File: config.mk
export PLATFORM = sky130hd
export DESIGN_NAME = axi_burst_write_engine_mo
export DESIGN_NICKNAME = d
export VERILOG_FILES = /design/src/rtl/axi_burst_write_engine_mo.sv
export SDC_FILE = /design/constraint.sdc
export NUM_CORES = 1
export LEC_CHECK = 0
export BUFFER_PORTS_ARGS = -buffer_cell sky130_fd_sc_hd__buf_4
export CAP_MARGIN = 30
export CORE_ASPECT_RATIO = 1.4
export CORE_MARGIN = 2
export CORE_UTILIZATION = 55
export DETAILED_ROUTE_END_ITERATION = 8
export HOLD_SLACK_MARGIN = 0.08
export PLACE_DENSITY = 0.78
export SYNTH_ARGS = -nofsm -noshare
export SYNTH_HDL_FRONTEND = slang
export SYNTH_SLANG_ARGS = --single-unit
File: constraint.sdc
create_clock -name clk -period 7 [get_ports clk]
set_input_delay 2.1 -clock clk [delete_from_list [all_inputs] [get_ports clk]]
set_output_delay 2.1 -clock clk [all_outputs]
set_load 0.1 [all_outputs]
File: src/rtl/axi_burst_write_engine_mo.sv
// Burst write engine: copies a block of words from a 1-cycle-latency local buffer
// to AXI memory as INCR bursts that never cross a 4 KB boundary, with up to
// MaxOutstanding bursts awaiting their write response.
module axi_burst_write_engine_mo #(
  parameter int unsigned BufferDataWidth = 32,
  parameter int unsigned BufferAddrWidth = 8,
  parameter int unsigned AXIAddrWidth    = 32,
  parameter int unsigned AXIDataWidth    = 32,
  parameter int unsigned AXIIDWidth      = 1,
  parameter int unsigned AXIID           = 0,
  parameter int unsigned AXIMaxBurstLen  = 16,
  parameter int unsigned MaxOutstanding  = 4
) (
  input  logic                        clk,
  input  logic                        reset_n,
  input  logic                        start_valid,
  output logic                        start_ready,
  input  logic [BufferAddrWidth-1:0]  data_ptr,
  input  logic [BufferAddrWidth:0]    data_size,
  input  logic [AXIAddrWidth-1:0]     axi_offset,
  output logic                        done_valid,
  input  logic                        done_ready,
  output logic                        done_error,
  output logic [BufferAddrWidth-1:0]  buffer_addr,
  output logic                        buffer_ce,
  output logic                        buffer_we,
  input  logic [BufferDataWidth-1:0]  buffer_data,
  output logic [AXIAddrWidth-1:0]     awaddr,
  output logic [7:0]                  awlen,
  output logic [2:0]                  awsize,
  output logic [1:0]                  awburst,
  output logic [AXIIDWidth-1:0]       awid,
  output logic                        awvalid,
  input  logic                        awready,
  output logic [AXIDataWidth-1:0]     wdata,
  output logic [AXIDataWidth/8-1:0]   wstrb,
  output logic [AXIIDWidth-1:0]       wid,
  output logic                        wlast,
  output logic                        wvalid,
  input  logic                        wready,
  input  logic [AXIIDWidth-1:0]       bid,
  input  logic [1:0]                  bresp,
  input  logic                        bvalid,
  output logic                        bready
);

  localparam int unsigned ByteShift = $clog2(AXIDataWidth / 8);
  localparam int unsigned LenW      = $clog2(AXIMaxBurstLen) + 1;
  localparam int unsigned CntW      = BufferAddrWidth + 1;
  localparam int unsigned CalcW     = (CntW > 13) ? CntW : 13;
  localparam int unsigned OutW      = $clog2(MaxOutstanding + 1);
  localparam int unsigned LfIdxW    = (MaxOutstanding > 1) ? $clog2(MaxOutstanding) : 1;
  localparam logic [AXIAddrWidth-1:0] AlignMask = ~AXIAddrWidth'((1 << ByteShift) - 1);

  typedef enum logic [1:0] {IDLE, RUN, DRAIN, DONE} state_t;

  state_t state, state_nxt;

  logic                       xfer_active;
  logic                       start_fire, aw_take, b_take, w_take;
  logic                       aw_present, aw_room;
  logic [AXIAddrWidth-1:0]    src_addr, cur_addr;
  logic [CalcW-1:0]           src_rem, to_bnd, burst_len;
  logic [CntW-1:0]            aw_remaining, rd_remaining, w_remaining;
  logic [BufferAddrWidth-1:0] rd_addr;
  logic [OutW-1:0]            outstanding, out_nxt;
  logic [LenW-1:0]            aw_len_q;
  logic                       err;

  logic [LenW-1:0]            lf_mem [MaxOutstanding];
  logic [LfIdxW-1:0]          lf_wr, lf_rd;
  logic [OutW-1:0]            lf_cnt, lf_cnt_nxt;
  logic                       lf_pop;
  logic [LenW-1:0]            w_beat;

  logic [BufferDataWidth-1:0] sk_mem [2];
  logic                       sk_wr, sk_rd;
  logic [1:0]                 sk_cnt;
  logic                       rd_inflight;
  logic                       unused_bid;

  assign unused_bid = ^bid;

  // Constant channel attributes.
  assign awsize      = 3'(ByteShift);
  assign awburst     = 2'b01;
  assign awid        = AXIIDWidth'(AXIID);
  assign wid         = AXIIDWidth'(AXIID);
  assign wstrb       = '1;
  assign buffer_we   = 1'b0;
  assign buffer_addr = rd_addr;

  // State register.
  always_ff @(posedge clk or negedge reset_n) begin
    if (!reset_n) state <= IDLE;
    else          state <= state_nxt;
  end

  // Next-state logic.
  always_comb begin
    state_nxt = state;
    case (state)
      IDLE:    if (start_valid) state_nxt = (data_size == '0) ? DONE : RUN;
      RUN:     if (aw_take && aw_remaining == '0) state_nxt = DRAIN;
      DRAIN:   if (w_remaining == '0 && outstanding == '0) state_nxt = DONE;
      DONE:    if (done_ready) state_nxt = IDLE;
      default: state_nxt = IDLE;
    endcase
  end

  // State-decoded outputs.
  always_comb begin
    start_ready = 1'b0;
    done_valid  = 1'b0;
    bready      = 1'b1;
    xfer_active = 1'b0;
    case (state)
      IDLE:    begin start_ready = 1'b1; bready = 1'b0; end
      RUN:     xfer_active = 1'b1;
      DRAIN:   xfer_active = 1'b1;
      DONE:    done_valid = 1'b1;
      default: bready = 1'b0;
    endcase
  end

  assign done_error = err;

  // Handshake events and next-burst length (limited by words left, max burst and 4 KB page).
  always_comb begin
    start_fire = start_valid && start_ready;
    aw_take    = awvalid && awready;
    b_take     = bvalid && bready;
    src_addr   = (state == IDLE) ? (axi_offset & AlignMask) : cur_addr;
    src_rem    = (state == IDLE) ? CalcW'(data_size) : CalcW'(aw_remaining);
    to_bnd     = CalcW'((13'h1000 - {1'b0, src_addr[11:0]}) >> ByteShift);
    burst_len  = CalcW'(AXIMaxBurstLen);
    if (src_rem < burst_len) burst_len = src_rem;
    if (to_bnd < burst_len)  burst_len = to_bnd;
    out_nxt    = outstanding + OutW'(aw_take) - OutW'(b_take);
    lf_cnt_nxt = lf_cnt + OutW'(aw_take) - OutW'(lf_pop);
    aw_room    = (out_nxt < OutW'(MaxOutstanding)) && (lf_cnt_nxt < OutW'(MaxOutstanding));
    aw_present = (!awvalid || aw_take) &&
                 ((start_fire && data_size != '0) ||
                  (state == RUN && aw_remaining != '0 && aw_room));
  end

  // AW channel: present a burst, hold it until accepted, chain the next one immediately.
  always_ff @(posedge clk or negedge reset_n) begin
    if (!reset_n) begin
      awvalid      <= 1'b0;
      awaddr       <= '0;
      awlen        <= '0;
      aw_len_q     <= '0;
      cur_addr     <= '0;
      aw_remaining <= '0;
    end else if (aw_present) begin
      awvalid      <= 1'b1;
      awaddr       <= src_addr;
      awlen        <= 8'(burst_len - CalcW'(1));
      aw_len_q     <= LenW'(burst_len);
      cur_addr     <= src_addr + (AXIAddrWidth'(burst_len) << ByteShift);
      aw_remaining <= CntW'(src_rem - burst_len);
    end else if (aw_take) begin
      awvalid <= 1'b0;
    end
  end

  // Count of accepted bursts still waiting for their write response.
  always_ff @(posedge clk or negedge reset_n) begin
    if (!reset_n) outstanding <= '0;
    else          outstanding <= out_nxt;
  end

  // Sticky response error, cleared by each new command.
  always_ff @(posedge clk or negedge reset_n) begin
    if (!reset_n)                                          err <= 1'b0;
    else if (start_fire)                                   err <= 1'b0;
    else if (b_take && (bresp == 2'b10 || bresp == 2'b11)) err <= 1'b1;
  end

  // Length FIFO hands accepted burst lengths to the W side in AW order.
  always_ff @(posedge clk or negedge reset_n) begin
    if (!reset_n) begin
      lf_wr  <= '0;
      lf_rd  <= '0;
      lf_cnt <= '0;
      for (int i = 0; i < int'(MaxOutstanding); i++) lf_mem[i] <= '0;
    end else begin
      lf_cnt <= lf_cnt_nxt;
      if (aw_take) begin
        lf_mem[lf_wr] <= aw_len_q;
        lf_wr <= (lf_wr == LfIdxW'(MaxOutstanding - 1)) ? '0 : lf_wr + LfIdxW'(1);
      end
      if (lf_pop) lf_rd <= (lf_rd == LfIdxW'(MaxOutstanding - 1)) ? '0 : lf_rd + LfIdxW'(1);
    end
  end

  // W beat presentation: data comes from the skid FIFO once its burst's AW is accepted.
  always_comb begin
    wvalid = (sk_cnt != 2'd0) && (lf_cnt != '0);
    wdata  = AXIDataWidth'(sk_mem[sk_rd]);
    wlast  = (w_beat == LenW'(lf_mem[lf_rd] - LenW'(1)));
    w_take = wvalid && wready;
    lf_pop = w_take && wlast;
  end

  // Beat position inside the current W burst.
  always_ff @(posedge clk or negedge reset_n) begin
    if (!reset_n)    w_beat <= '0;
    else if (lf_pop) w_beat <= '0;
    else if (w_take) w_beat <= w_beat + LenW'(1);
  end

  // Buffer read issue: keep skid entries plus the read in flight within two.
  always_comb begin
    buffer_ce = xfer_active && (rd_remaining != '0) &&
                (({1'b0, sk_cnt} + 3'(rd_inflight)) < (3'd2 + 3'(w_take)));
  end

  // Command latch, read address/count, and total beats left to send.
  always_ff @(posedge clk or negedge reset_n) begin
    if (!reset_n) begin
      rd_addr      <= '0;
      rd_remaining <= '0;
      w_remaining  <= '0;
      rd_inflight  <= 1'b0;
    end else begin
      rd_inflight <= buffer_ce;
      if (start_fire) begin
        rd_addr      <= data_ptr;
        rd_remaining <= data_size;
        w_remaining  <= data_size;
      end else begin
        if (buffer_ce) begin
          rd_addr      <= rd_addr + BufferAddrWidth'(1);
          rd_remaining <= rd_remaining - CntW'(1);
        end
        if (w_take) w_remaining <= w_remaining - CntW'(1);
      end
    end
  end

  // Two-entry skid FIFO absorbing the read latency under wready backpressure.
  always_ff @(posedge clk or negedge reset_n) begin
    if (!reset_n) begin
      sk_wr     <= 1'b0;
      sk_rd     <= 1'b0;
      sk_cnt    <= 2'd0;
      sk_mem[0] <= '0;
      sk_mem[1] <= '0;
    end else begin
      sk_cnt <= sk_cnt + 2'(rd_inflight) - 2'(w_take);
      if (rd_inflight) begin
        sk_mem[sk_wr] <= buffer_data;
        sk_wr <= ~sk_wr;
      end
      if (w_take) sk_rd <= ~sk_rd;
    end
  end

endmodule

==> results.md <==
* Status: complete, no violations
* Yosys reg bits at 218
* CP dominant cell by count: a21o_1
* Clock root buffer: clkbuf_16
* Worst Hold Class: flip-flop to flip-flop
* Synth top area share at 0.446
* Share of layout cells above drive strength 1 at 0.305
* Largest net degree at the start of global routing at about 130
* Antenna-violating nets left at 0
* FF-to-FF path depth at 25
* Part of the cycle the worst path needs at 0.923
* Sequential cell area at 5460 µm²
* # Post-CTS Setup Buffers at 0
* CTS tree: built
* Peak Freq at 0.155 GHz
* Yosys warns at 0
* ANT cells at 0
* IO buf count at 174
* Top-count cell post-synth: dfrtp_1
* Die X at between 100 and 150 µm
* Final hold viol count at 0
* Vias in the first global route at between 9000 and 10000
* Crit Path Category: primary input to flip-flop
* TritonCTS Buffers at 22
* RR Startpoint: state[0]
* Final HPWL DP at roughly 20000 µm
* Number of fillers in the final layout at approximately 1700
* Seq/Total Area, Yosys at 0.446
* Setup violators final at 0
* Global Route Usage Sum at 0.240
* Clock latency on the worst-skew pair at 0.51 ns
* CP max stage delay at 0.45 ns
* CORE AREA at between 20000 and 25000 µm²
* CP required at 7.38 ns
* Global-route wire length before repair at 45900 µm
* Gate Count Post-Synth at about 1200
* Clock Pin Slew Worst Setup and Hold Paths at ~0.06 ns
* Grt ovf at 0
* Initial DRC count at 356
* Sink Count at 218
* Clock skew at between 0.01 and 0.015 ns
* Post-CTS Hold Buffers at 0
* RSZ-0062 raised after global routing: no
* Max-Cap Viols at 0
* Clk buf depth at 3
* Bufs and invs on worst path at 4
* Hold endpoint: awaddr[7]
* Max-slew violations at 0
* Final wirelength at 28000 µm
* Setup tns final at 0 ns
* Hold wc startpoint: awaddr[7]
* Die area at around 23000 µm²
* FP Rows at 64
* Area of the multi-input gates at 6280 µm²
* Number of gates resized after cts at 0
* Critical Path End Type: flip-flop
* Ys async rst share at 1.00
* Avg Inst Size Synth at approximately 10 µm²
* Routed wire length per instance at 16.7 µm
* Area Growth Syn to Fin at 21.3%
* Synth area leaders: dfrtp_1 (45%), mux2_2 (12%), ha_1 (5.0%), nand2_1 (3.9%), xnor2_1 (3.7%)
* Die H at around 180 µm
* Drt first pass iters at 5
* Initial antenna violation count at 0
* Most common flop cell mapped by yosys: dfrtp_1
* Residual DRC at 0
* Critical-path cell list: buf_4, and2b_1, o2111ai_4, nor2_1, xnor2_1, inv_1, ha_1, a21o_1, a21o_1, a211oi_2, o21ai_2, or2_1, buf_4, a21oi_1, inv_1, ha_1, o21ai_0, a21oi_1, o21ai_0, nand2_1, a2111o_1, a21o_1, a221oi_1, a211oi_1
* Flop2flop setup slack at 0.81 ns
* Initial Util at 0.559
* Via count at roughly 9200
* CP top delay family: compound AO/OA/AOI/OAI gates
* Synth area leader: dfrtp_1
* Met2 Use GR at 0.432
* Post-synth top cells: dfrtp_1 (218), mux2_2 (129), nand2_1 (128)
* Reg-to-reg endpoint: aw_remaining[8]
* Post-synthesis cell type count at 79
* Max_slew headroom at 0.351
* GRT met3 Usage at 0.0460
* H-tree depth at 1
* Gr busiest metal: met2
* Vias per std cell at 5.48
* Cell Area, Synth at 12200 µm²
* Worst-margin pin slew at 0.973 ns
* Final nets at roughly 1500
* Slowest-stage cell, CP: a2111o_1
* Routability cong. at between 0.9 and 1
* Met1 Use GR at 0.283
* WHS Path Cells at 2
* Worst EP arrival at 6.84 ns
* Crit Path Max Fanout at 4
* Startpoint types: primary input
* # IOs at roughly 190
* Tmin final at approximately 6.5 ns
* Post-synth EDFFs at 0
-- cells by family (layout without fill, tap and decap cells) --
family	Yosys count	count (layout)	share of synthesized area
buf+inv	124	319	0.0455
flops	218	218	0.446
fa+ha+maj	53	53	0.0567
compound gates	208	208	0.108
mux	169	169	0.160
xor+xnor	77	77	0.0552
simple gates	316	316	0.128
other cells	2	17	0.000614
-- worst register-to-register path: stages (launching register included) --
cell and delay [ns]:
dfrtp_1 0.38, inv_1 0.10, ha_2 0.41, nor4_2 0.81, o2111ai_4 0.18, nor2_1 0.22
xnor2_1 0.20, inv_1 0.08, ha_1 0.20, a21o_1 0.15, a21o_1 0.18, a211oi_2 0.26
o21ai_2 0.12, or2_1 0.32, buf_4 0.17, a21oi_1 0.21, inv_1 0.15, ha_1 0.32
o21ai_0 0.09, a21oi_1 0.09, o21ai_0 0.24, nand2_1 0.13, a2111o_1 0.45, a21o_1 0.19
a221oi_1 0.32, a211oi_1 0.10
-- layer usage --
metal / vias to the layer above / routed length [µm]
li1: 4447 / -
met1: 4453 / 11100
met2: 214 / 14400
met3: 52 / 1610
met4: 0 / 854
met5: - / 0
-- layout by cell type, fill, tap and decap left out, types with 10 or more instances in the layout --
master,count
dfrtp_1,218
buf_4,213
mux2_2,129
nand2_1,128
o21ai_0,81
nor2_1,60
inv_1,59
xnor2_1,52
a21oi_1,48
ha_1,48
mux2i_1,27
xor2_1,25
nand3_1,24
clkbuf_16,23
nor3_1,20
conb_1,17
or3_1,14
a221o_1,12
nor2b_1,11
a31oi_1,10
-- state kept, by name (all words and copies together), names as in the netlist, 2 cells and up --
register and cells:
sk_mem 64, awaddr 32, cur_addr 30, lf_mem 20, aw_remaining 9, rd_remaining 9
w_remaining 9, awlen 8, buffer_addr 8, aw_len_q 5, w_beat 5, lf_cnt 3
outstanding 3, lf_rd 2, lf_wr 2, sk_cnt 2, state 2
-- how the worst max path moves through the flow --
stage / startpoint / endpoint / cells past startpoint
finish: axi_offset[2] / aw_remaining[8] / 24
global route: data_size[7] / cur_addr[21] / 26
CTS: axi_offset[2] / aw_remaining[8] / 24
detailed placement: axi_offset[2] / aw_remaining[8] / 22
global placement: axi_offset[2] / cur_addr[16] / 23
floorplan: axi_offset[4] / cur_addr[24] / 23
-- metrics by stage --
stage | std cells | utilization | cell area [µm²] | hold slack (ns) | setup WS [ns]
global placement | 1634 | 0.641 | 14000 | 0.464 | 0.164
floorplan | 1182 | - | 12300 | 0.446 | 0.301
detailed placement | 1634 | 0.641 | 14000 | 0.471 | 0.0617
global route | 1674 | 0.679 | 14800 | 0.510 | 0.185
finish | 1674 | 0.679 | 14800 | 0.483 | 0.541
CTS | 1674 | 0.679 | 14800 | 0.484 | 0.571
-- layout make-up --
type / instances / area share
Multi-Input combinational cell: 840 / 0.424
Sequential cell: 218 / 0.368
Timing Repair Buffer: 217 / 0.113
Clock buffer: 32 / 0.0451
Tap cell: 297 / 0.0251
Inverter: 62 / 0.0157
Clock inverter: 8 / 0.00987
Power is left out: the tool's default activity adds up to more than one toggle a clock period on the data nets, which glitch-free logic cannot reach.
